--- src/rtl/button_repeat_ctrl.sv ---
// Pushbutton conditioning: 2-flop sync, debounce, and a per-channel typematic FSM
// producing registered one-cycle inc/dec strobes with dec-over-inc priority.
module button_repeat_ctrl #(
  parameter int unsigned DEBOUNCE_CYCLES = 1_000_000,
  parameter int unsigned REPEAT_DELAY    = 25_000_000,
  parameter int unsigned REPEAT_PERIOD   = 5_000_000
) (
  input  logic clk,
  input  logic rst,
  input  logic button_inc_n,
  input  logic button_dec_n,
  output logic inc_pulse,
  output logic dec_pulse,
  output logic repeat_active
);

  localparam int unsigned MAX_AB = (DEBOUNCE_CYCLES > REPEAT_DELAY) ? DEBOUNCE_CYCLES : REPEAT_DELAY;
  localparam int unsigned MAX_P  = (MAX_AB > REPEAT_PERIOD) ? MAX_AB : REPEAT_PERIOD;
  localparam int unsigned CW     = $clog2(MAX_P + 1);

  localparam logic [CW-1:0] DB_LIMIT = CW'(DEBOUNCE_CYCLES);
  localparam logic [CW-1:0] DLY_LOAD = CW'(REPEAT_DELAY - 1);
  localparam logic [CW-1:0] PER_LOAD = CW'(REPEAT_PERIOD - 1);

  typedef enum logic [1:0] {IDLE, PRESSED, HOLD_WAIT, REPEATING} state_t;

  // Index 0 is the inc channel, index 1 the dec channel.
  logic [1:0]    sync1_q, sync1_d;
  logic [1:0]    sync2_q, sync2_d;
  logic [1:0]    pressed;
  logic [1:0]    deb_q, deb_d;
  logic [1:0]    go;
  logic [CW-1:0] db_cnt_q  [2];
  logic [CW-1:0] db_cnt_d  [2];
  logic [CW-1:0] rep_cnt_q [2];
  logic [CW-1:0] rep_cnt_d [2];
  state_t        state_q   [2];
  state_t        state_d   [2];
  logic [1:0]    pulse_q, pulse_d;
  logic          repeat_active_q, repeat_active_d;

  always_comb begin
    sync1_d = {button_dec_n, button_inc_n};
    sync2_d = sync1_q;
    pressed = ~sync2_q;
    deb_d   = deb_q;
    pulse_d = '0;
    // dec owns the strobe path: inc may only run while dec is debounced-released.
    go      = {deb_q[1], deb_q[0] & ~deb_q[1]};

    for (int unsigned i = 0; i < 2; i++) begin
      db_cnt_d[i]  = '0;
      rep_cnt_d[i] = rep_cnt_q[i];
      state_d[i]   = state_q[i];

      // The level flips only after DEBOUNCE_CYCLES+1 consecutive disagreeing samples,
      // which puts the first strobe DEBOUNCE_CYCLES+3 edges after the pin is first sampled.
      if (pressed[i] != deb_q[i]) begin
        if (db_cnt_q[i] >= DB_LIMIT) begin
          deb_d[i] = pressed[i];
        end else begin
          db_cnt_d[i] = db_cnt_q[i] + 1'b1;
        end
      end

      if (!go[i]) begin
        state_d[i]   = IDLE;
        rep_cnt_d[i] = '0;
      end else begin
        unique case (state_q[i])
          IDLE: begin
            // Delay count starts with the strobe so repeats land REPEAT_DELAY later.
            state_d[i]   = PRESSED;
            pulse_d[i]   = 1'b1;
            rep_cnt_d[i] = DLY_LOAD;
          end
          PRESSED: begin
            state_d[i] = HOLD_WAIT;
            if (rep_cnt_q[i] != '0) rep_cnt_d[i] = rep_cnt_q[i] - 1'b1;
          end
          HOLD_WAIT, REPEATING: begin
            if (rep_cnt_q[i] == '0) begin
              state_d[i]   = REPEATING;
              pulse_d[i]   = 1'b1;
              rep_cnt_d[i] = PER_LOAD;
            end else begin
              rep_cnt_d[i] = rep_cnt_q[i] - 1'b1;
            end
          end
          default: state_d[i] = IDLE;
        endcase
      end
    end

    repeat_active_d = (state_q[0] == REPEATING) | (state_q[1] == REPEATING);
  end

  always_ff @(posedge clk or negedge rst) begin
    if (!rst) begin
      sync1_q         <= '1;
      sync2_q         <= '1;
      deb_q           <= '0;
      pulse_q         <= '0;
      repeat_active_q <= 1'b0;
      for (int unsigned i = 0; i < 2; i++) begin
        db_cnt_q[i]  <= '0;
        rep_cnt_q[i] <= '0;
        state_q[i]   <= IDLE;
      end
    end else begin
      sync1_q         <= sync1_d;
      sync2_q         <= sync2_d;
      deb_q           <= deb_d;
      pulse_q         <= pulse_d;
      repeat_active_q <= repeat_active_d;
      for (int unsigned i = 0; i < 2; i++) begin
        db_cnt_q[i]  <= db_cnt_d[i];
        rep_cnt_q[i] <= rep_cnt_d[i];
        state_q[i]   <= state_d[i];
      end
    end
  end

  assign inc_pulse     = pulse_q[0];
  assign dec_pulse     = pulse_q[1];
  assign repeat_active = repeat_active_q;

endmodule

--- config.mk ---
export PLATFORM = sky130hd
export DESIGN_NAME = button_repeat_ctrl
export DESIGN_NICKNAME = d
export VERILOG_FILES = /design/src/rtl/button_repeat_ctrl.sv
export SDC_FILE = /design/constraint.sdc
export NUM_CORES = 1
export LEC_CHECK = 0
export CORE_ASPECT_RATIO = 0.5
export CORE_UTILIZATION = 62
export CTS_CLUSTER_SIZE = 24
export DETAILED_ROUTE_END_ITERATION = 16
export GPL_ROUTABILITY_DRIVEN = 0
export HOLD_SLACK_MARGIN = 0.15
export PLACE_DENSITY = 0.79
export REMOVE_ABC_BUFFERS = 1
export SYNTH_ARGS = -nofsm -noshare
export SYNTH_HDL_FRONTEND = slang
export SYNTH_SLANG_ARGS = --single-unit
--- constraint.sdc ---
create_clock -name clk -period 2.4 [get_ports clk]
set_clock_uncertainty 0.15 [all_clocks]
set_input_delay 0.24 -clock clk [delete_from_list [all_inputs] [get_ports clk]]
set_output_delay 0.24 -clock clk [all_outputs]
set_load 0.02 [all_outputs]
* Yosys cells after proc, flatten, opt, wreduce, memory -nomap -nowiden
Cells that the tools add are included.
** Word-level totals
- Flip-flop bits (word level) :: 113
- Input bits :: 4
- Output and inout bits :: 3
- Logic and storage cells :: 68
** Cells by class
- $add $sub $neg :: 4
- Order comparisons :: 2
- Eq/ne operators :: 12
- Muxes and demuxes :: 24
- Bitwise operators :: 4
- Reductions and logical operators :: 10
** Operators with widths (count)
- $mux W25 :: 10
- $pmux W25 S3 :: 2
- $add A25 B1 Y25 const B :: 2
- $ge A25 B20 Y1 const B :: 2
- $logic_not A25 Y1 :: 2
- $reduce_bool A25 Y1 :: 2
- $sub A25 B1 Y25 const B :: 2
- $ne A3 B3 Y1 const B :: 4
- $pmux W2 S3 :: 2
- $eq A2 B2 Y1 const B :: 4
- $mux W2 :: 4
- $eq A2 B1 Y1 const B :: 2
- $logic_not A2 Y1 :: 2
- $mux W1 :: 4
- $pmux W1 S2 :: 2
- $reduce_and A2 Y1 :: 2
- $reduce_or A2 Y1 :: 2
- $ne A1 B1 Y1 :: 2
- $not A2 Y2 :: 1
- $and A1 B1 Y1 :: 1
- $not A1 Y1 :: 1
- $or A1 B1 Y1 :: 1

* Depth between registers and ports, before layout
- Word-level depth :: 4
- Gate-level depth with buffers :: 7

* Worst setup path before layout
OpenSTA, ideal clock, no wires.
- Path type :: register to register
- From :: reg rep_cnt_q[33] (netlist name)
- To :: reg rep_cnt_q[25] (netlist name)
- Library setup time :: 0.130 ns
- Arrival :: 1.873 ns
- Data required time :: 2.120 ns
- Path slack :: 0.247 ns
- Stages on the path, launching flop included :: 6
- Cells stage by stage :: dfrtp_1 or4_4 nor4_4 nand3_2 nor2_1 a31oi_1
** On the way
- Longest elaborated chain between the ends :: 4
- Elaborated cells between the ends (all ways) :: 6
** RTL lines
- from (decl) :: line 35 : logic [CW-1:0] rep_cnt_q [2];
- from (signal, indexed assignment) :: line 118 : rep_cnt_q[i] <= rep_cnt_d[i];
- $logic_not A25 Y1 :: line 82 : if (rep_cnt_q[i] == '0) begin
- $mux W25 :: line 82
- $pmux W25 S3 :: line 70 : unique case (state_q[i])
- $mux W25 :: line 66 : if (!go[i]) begin
Parallel ways exist; a longest one is shown, timed or not.
A chain may end at the register's enable or synchronous reset.

* Worst setup path in the final report
- From :: reg rep_cnt_q[35] (netlist name)
- To :: reg rep_cnt_q[44] (netlist name)
** On the way
- Longest elaborated chain between the ends :: 4
- Elaborated cells between the ends (all ways) :: 8
** RTL lines (line)
- $sub A25 B1 Y25 / $logic_not A25 Y1 (equally long branches) :: 79, 87, 82
- $mux W25 (on tied branches) :: 82, 79
- $pmux W25 S3 :: 70
- $mux W25 :: 66
Parallel ways exist; a longest one is shown, timed or not. The select of a mux whose other input is x is not followed.

==> results.tsv <==
metric	value	unit
status	completed	
post-synthesis async set-or-reset flop share	1.00	
Post-Place Worst Slack	0.0873	ns
placed cells	676	
worst-path maximum fanout	6	
Avg WL per Cell	16.5	um
Final period util	0.959	
Finished Core Util	0.789	
Initial Util	0.659	
first-pass GRT wire length	19.6	mm
Area contributors post-synth	dfrtp_1 (50%), xor2_1 (5.3%), nor2_1 (5.3%)	
crit path time final	2.30	ns
Commonest cells post-synth	dfrtp_1 (109), nor2_1 (76), nand2_1 (40), xor2_1 (33), xnor2_1 (32)	
largest net degree at the start of global routing	47	
worst setup margin	0.0973	ns
layout net count	596	
count leader, synth	dfrtp_1	
Total GRT Usage	0.288	
CTS Sinks	113	
capturing point of the worst reg2reg path	rep_cnt_q[44]	
Warnings, synthesis	0	
CTS tree	built	
Top FF cell, synth	dfrtp_1	
H-tree levels	4	
area grow syn2layout	19.7	%
die footprint	9150	um^2
Fmax	434	MHz
IO Pins	7	
Leakage Power	2.74	nW
Worst R2R Start	rep_cnt_q[35]	
sequential element share of the synthesized area	0.522	
remaining global-route overflow	0	
number of synthesized flops with an enable pin	0	
Die W	134	um
Placeable Area	8230	um^2
layout cells sized above 1	0.145	
Worst IR Drop VDD	0.566	mV
Final setup viols	0	
clk_lat worst skew	0.41	ns
Final Hold Fails	0	
post-route cell area	6490	um^2
critical path arrival	2.48	ns
register bit count reported by yosys	113	
# Post-CTS Setup Buffers	0	
antenna violations before repair	0	
DP HPWL	7.49	mm
Cell Area, Synth	5430	um^2
n_diodes	0	
Synth area leader	dfrtp_1	
post-synthesis cell type count	55	
HP Class	in -> async	
Worst R2R Path Depth	5	
pins over their slew limit	0	
Power Dens Cells	854	nW/um^2
Syn Inst Count	534	
Layout Cells excl Fill	711	
die height	68.2	um
ANT nets after route	0	
Root Buffer Master	clkbuf_16	
maxcap violations	0	
DRC violations left	0	
Via-to-Cell Ratio	5.91	
critical path launch point type	flip-flop	
average cell area after synthesis	10.2	um^2
critical path class	reg -> reg	
setup TNS	0	ns
initial drt markers	408	
via count	4202	
clock buffer depth	2	
Worst EP required	2.58	ns
drt first pass iters	5	
Layout fillers	504	
CTS clk-pin slew, worst paths	0.05	ns
placement-stage cell area	5810	um^2
FP Rows	23	
top cell type's share of synthesized area	0.503	
Port Buffers	6	
Worst setup EP type	flip-flop	
vias in the first global route	4167	
TritonCTS Buffers	17	
unrepaired setup endpoints after global routing	no	
FF-to-FF setup slack	0.1	ns
wirelength, routed	11.7	mm
-- worst max-delay path by stage --
stage | from | endpoint | slack [ns]
4_1_cts | rep_cnt_q[13] | rep_cnt_q[11] | 0.05
3_5_place_dp | rep_cnt_q[13] | rep_cnt_q[14] | 0.09
5_1_grt | rep_cnt_q[35] | rep_cnt_q[25] | 0.0006
3_3_place_gp | rep_cnt_q[13] | rep_cnt_q[22] | 0.14
2_1_floorplan | rep_cnt_q[21] | rep_cnt_q[16] | 0.18
6_report | rep_cnt_q[35] | rep_cnt_q[44] | 0.1
-- area by class of cell --
class,count,area (um^2),area share
Clock buffer,21,450,0.0694
Clock inverter,11,163,0.0250
Inverter,19,71.3,0.0110
Multi-Input combinational cell,400,2540,0.391
Sequential cell,113,2830,0.436
Tap cell,112,140,0.0216
Timing Repair Buffer,35,295,0.0455
-- per-layer routing --
| layer | global-route usage | vias to the layer above | share of wire |
|---|---|---|---|
| met1 | 0.364 | 2064 | 0.46 |
| met4 | 0.133 | 0 | 0.017 |
| met3 | 0.0807 | 25 | 0.053 |
| li1 | - | 1978 | - |
| met2 | 0.472 | 135 | 0.47 |
| met5 | 0 | - | 0 |
-- cells in the final DEF, fill, tap and decap left out, types with 9 or more instances in the layout --
cell type,netlist,layout
o21ai_0,15,15
buf_4,0,26
a21oi_1,22,22
nor2_1,76,75
dfrtp_1,109,109
xor2_1,33,33
nand4_1,10,10
nand3_1,19,19
and3_1,10,10
nor3_1,23,23
nand2_1,40,40
a31oi_1,9,9
xnor2_1,32,32
conb_1,1,10
or4_1,10,10
clkbuf_16,0,17
inv_1,19,19
-- state kept, by name, indices dropped and copies added, names as in the netlist --
| register | count |
|---|---|
| repeat_active | 1 |
| sync2_q | 2 |
| pulse_q | 2 |
| state_q | 4 |
| rep_cnt_q | 50 |
| sync1_q | 2 |
| db_cnt_q | 50 |
| deb_q | 2 |
-- per-stage QoR --
stage	power, mW	hold WS [ns]
global route	5.74	0.198
CTS	5.55	0.163
finish	5.54	0.152
detailed placement	2.91	0.0512
global placement	2.89	0.0472
floorplan	2.65	-0.206
-- cells by family after synthesis --
group	after synthesis	share of synthesized area
AOI/OAI and AO/OA	81	0.0962
xor gates and xnor gates	65	0.105
adders and majority gates	6	0.0138
buffers and inverters	30	0.0228
DFF	113	0.522
muxes	2	0.00369
other	1	0.000691
and+or+nand+nor	236	0.236
-- where the power goes --
group / internal (mW) / leakage, nW / total, mW / switching, mW
Clock: 1.75 / 0.293 / 2.61 / 0.856
Combinational: 0.306 / 0.959 / 0.734 / 0.428
Sequential: 2.04 / 1.48 / 2.20 / 0.158
-- worst max-delay path, cell delays in order (launching register included) --
cell,delay (ns)
dfrtp_1,0.42
or4_1,0.60
nor4_4,0.41
nand3_2,0.22
o21a_1,0.30
o21ai_1,0.12
-- what timing repair did --
item,4_1_cts,5_1_grt
setup endpoints to repair,0,16
hold buffers,3,0
gates resized for setup,0,7
hold endpoints to repair,113,0
No activity file was read; power rests on OpenSTA's default activity.
==> edit: new RTL, same settings <==
Register the outputs `inc_pulse` and `dec_pulse`, without a reset; this adds one clock of latency there. The other outputs are not delayed to match.
--- a/src/rtl/button_repeat_ctrl.sv
+++ b/src/rtl/button_repeat_ctrl.sv
@@ -121,8 +121,10 @@
     end
   end
 
-  assign inc_pulse     = pulse_q[0];
-  assign dec_pulse     = pulse_q[1];
+  always_ff @(posedge clk) begin
+    inc_pulse <= pulse_q[0];
+    dec_pulse <= pulse_q[1];
+  end
   assign repeat_active = repeat_active_q;
 
 endmodule
Formal check against the unedited RTL: no difference found for any inputs over 10 cycles, from zero or initial values and one cycle with rst low; that may be too few to reach the edited logic, so the function may still have changed.
==> edit against the original RTL <==
- routed wire length decreased by 1.6%
- synthesized area increased by 0.74%
- setup slack improved by 0.035 ns
- total power decreased by 3.2%
- die area increased by 0.71%
- via count about the same
- sequential cell count increased by 2
- final area increased by 0.48%
- final cell count increased by 1.1%
- largest cell class unchanged
- largest power group unchanged
==> edit: results (changes against the original RTL) <==
stage,metric,value,unit,change
outcome,run_status,completed,,
global_routing,antenna_found_initial,0,,unchanged
clocking,numCtsBuffers,17,,unchanged
synthesis,synth-xor-area-share,10.41,%,-0.077 points
sta,max_freq,0.4411,GHz,+1.6%
synthesis,synth_cell_types,56,,+1.8%
synthesis,ys_async_sr_fraction,98.26,%,-1.7 points
clocking,htree_levels,4,,unchanged
place,dp.cells,682,,+0.89%
clocking,cts-root-buf,clkbuf_16,,
synthesis,synth_compound_area_share,9.545,%,-0.070 points
clocking,cts.clk_slew.worst_paths,0.06,ns,
place,place_hpwl,7536,µm,+0.57%
synthesis,syn_area_per_cell,10.20,µm²,+0.36%
synthesis,synthTopCellsByCount,"dfrtp_1 (109), nor2_1 (76), nand2_1 (40), xor2_1 (33), xnor2_1 (32)",,
place,io_buffer_count,6,,unchanged
critical_path,r2r_slack,0.13,ns,+0.04 ns
finish,nets,604,,+1.3%
synthesis,ys_seq_area_share,52.55,%,+0.35 points
global_routing,grt_pass1_vias,4135,,-0.77%
sta,hold_slack,0.1496,ns,-0.002082 ns
drt,wl_per_cell,16.03,µm,-2.7%
critical_path,cp.arrival,2.45,ns,-0.03 ns
synthesis,synthMuxAreaShare,0.3662,%,-0.0027 points
clocking,ctsLongestPathBuffers,2,,unchanged
finish,drive_gt1_share,15.49,%,+0.96 points
synthesis,yosysWarnings,0,,unchanged
synthesis,synth_edf_count,0,,unchanged
drt,drt_iter0_markers,271,,-34%
clocking,clk_latency,0.41,ns,about the same
synthesis,synth_area_leaders,"dfrtp_1 (50%), xor2_1 (5.3%), nor2_1 (5.2%)",,
pwr,leakage,2.747,nW,+0.45%
finish,antenna_cells,0,,unchanged
global_routing,grt_max_degree,43,,-8.5%
place,placed_area,0.005883,mm²,+1.2%
drt,totalWireLength,11530,µm,-1.6%
min_path,hold_path.class,input port to async pin,,
drt,drtPass1Iterations,5,,unchanged
synthesis,synth_ff_type,dfrtp_1,,
finish,largestRegisters,"db_cnt_q: 50 flops, rep_cnt_q: 50 flops, state_q: 4 flops",,
global_routing,grt_use_total,28.02,%,-0.75 points
synthesis,synth-adder-area-share,1.373,%,-0.010 points
global_routing,grt_pass1_wl,19050,µm,-3.0%
drt,vias_per_cell,5.839,,-1.2%
critical_path,cp_max_fo,6,,unchanged
pwr,peakVddDrop,0.0005488,V,-3.0%
place,pre_cts_slack,0.04849,ns,-0.03886 ns
## edit: cell types whose count changed after synthesis, sizes merged
cell,unedited run,this run
dfxtp,0,2
## edit: worst max-delay path, stage by stage, from the launching register on
cell and delay (ns):
dfrtp_1 0.39, or4_1 0.65, nor3_4 0.26, buf_4 0.18, nand3_2 0.14, o21a_1 0.30
o21ai_1 0.12
## edit: routing by layer
metal  global-route usage, %  wire, µm
met5                       0         0
met4                   15.17       234
met3                   5.852       559
met2                   47.49      5426
met1                   34.76      5304
## edit: area by class of cell
type / instances / area, µm²
sequential: 115 / 2873
multi-input combinational: 400 / 2530
fill: 488 / 1734
clock buffer: 18 / 439.2
timing repair buffer: 41 / 340.3
tap: 112 / 140.1
clock inverter: 14 / 131.4
inverter: 19 / 71.32
## edit: repair_timing
item | 4_1_cts | 5_1_grt
endpoints found under the setup margin | 0 | 25
gates resized for setup | 0 | 5
hold endpoints to repair | 111 | 0
hold buffers | 3 | 0
buffers inserted | 0 | 2
## edit: path summary, 6_finish.rpt
path | endpoint | from | depth (start not counted)
setup / recovery | rep_cnt_q[47] | rep_cnt_q[39] | 6
min in group clk | dec_pulse | pulse_q[1] | 0
hold reg to reg | dec_pulse | pulse_q[1] | 0
setup reg to reg | rep_cnt_q[47] | rep_cnt_q[39] | 6
max in group asynchronous | db_cnt_q[19] | rst | 3
hold / removal | rep_cnt_q[46] | rst | 2
## edit: power by group
group | switching [mW] | total, mW | leakage, nW | internal (mW)
Clock | 0.945 | 2.40 | 0.263 | 1.46
Combinational | 0.427 | 0.740 | 0.985 | 0.313
Sequential | 0.145 | 2.22 | 1.50 | 2.08
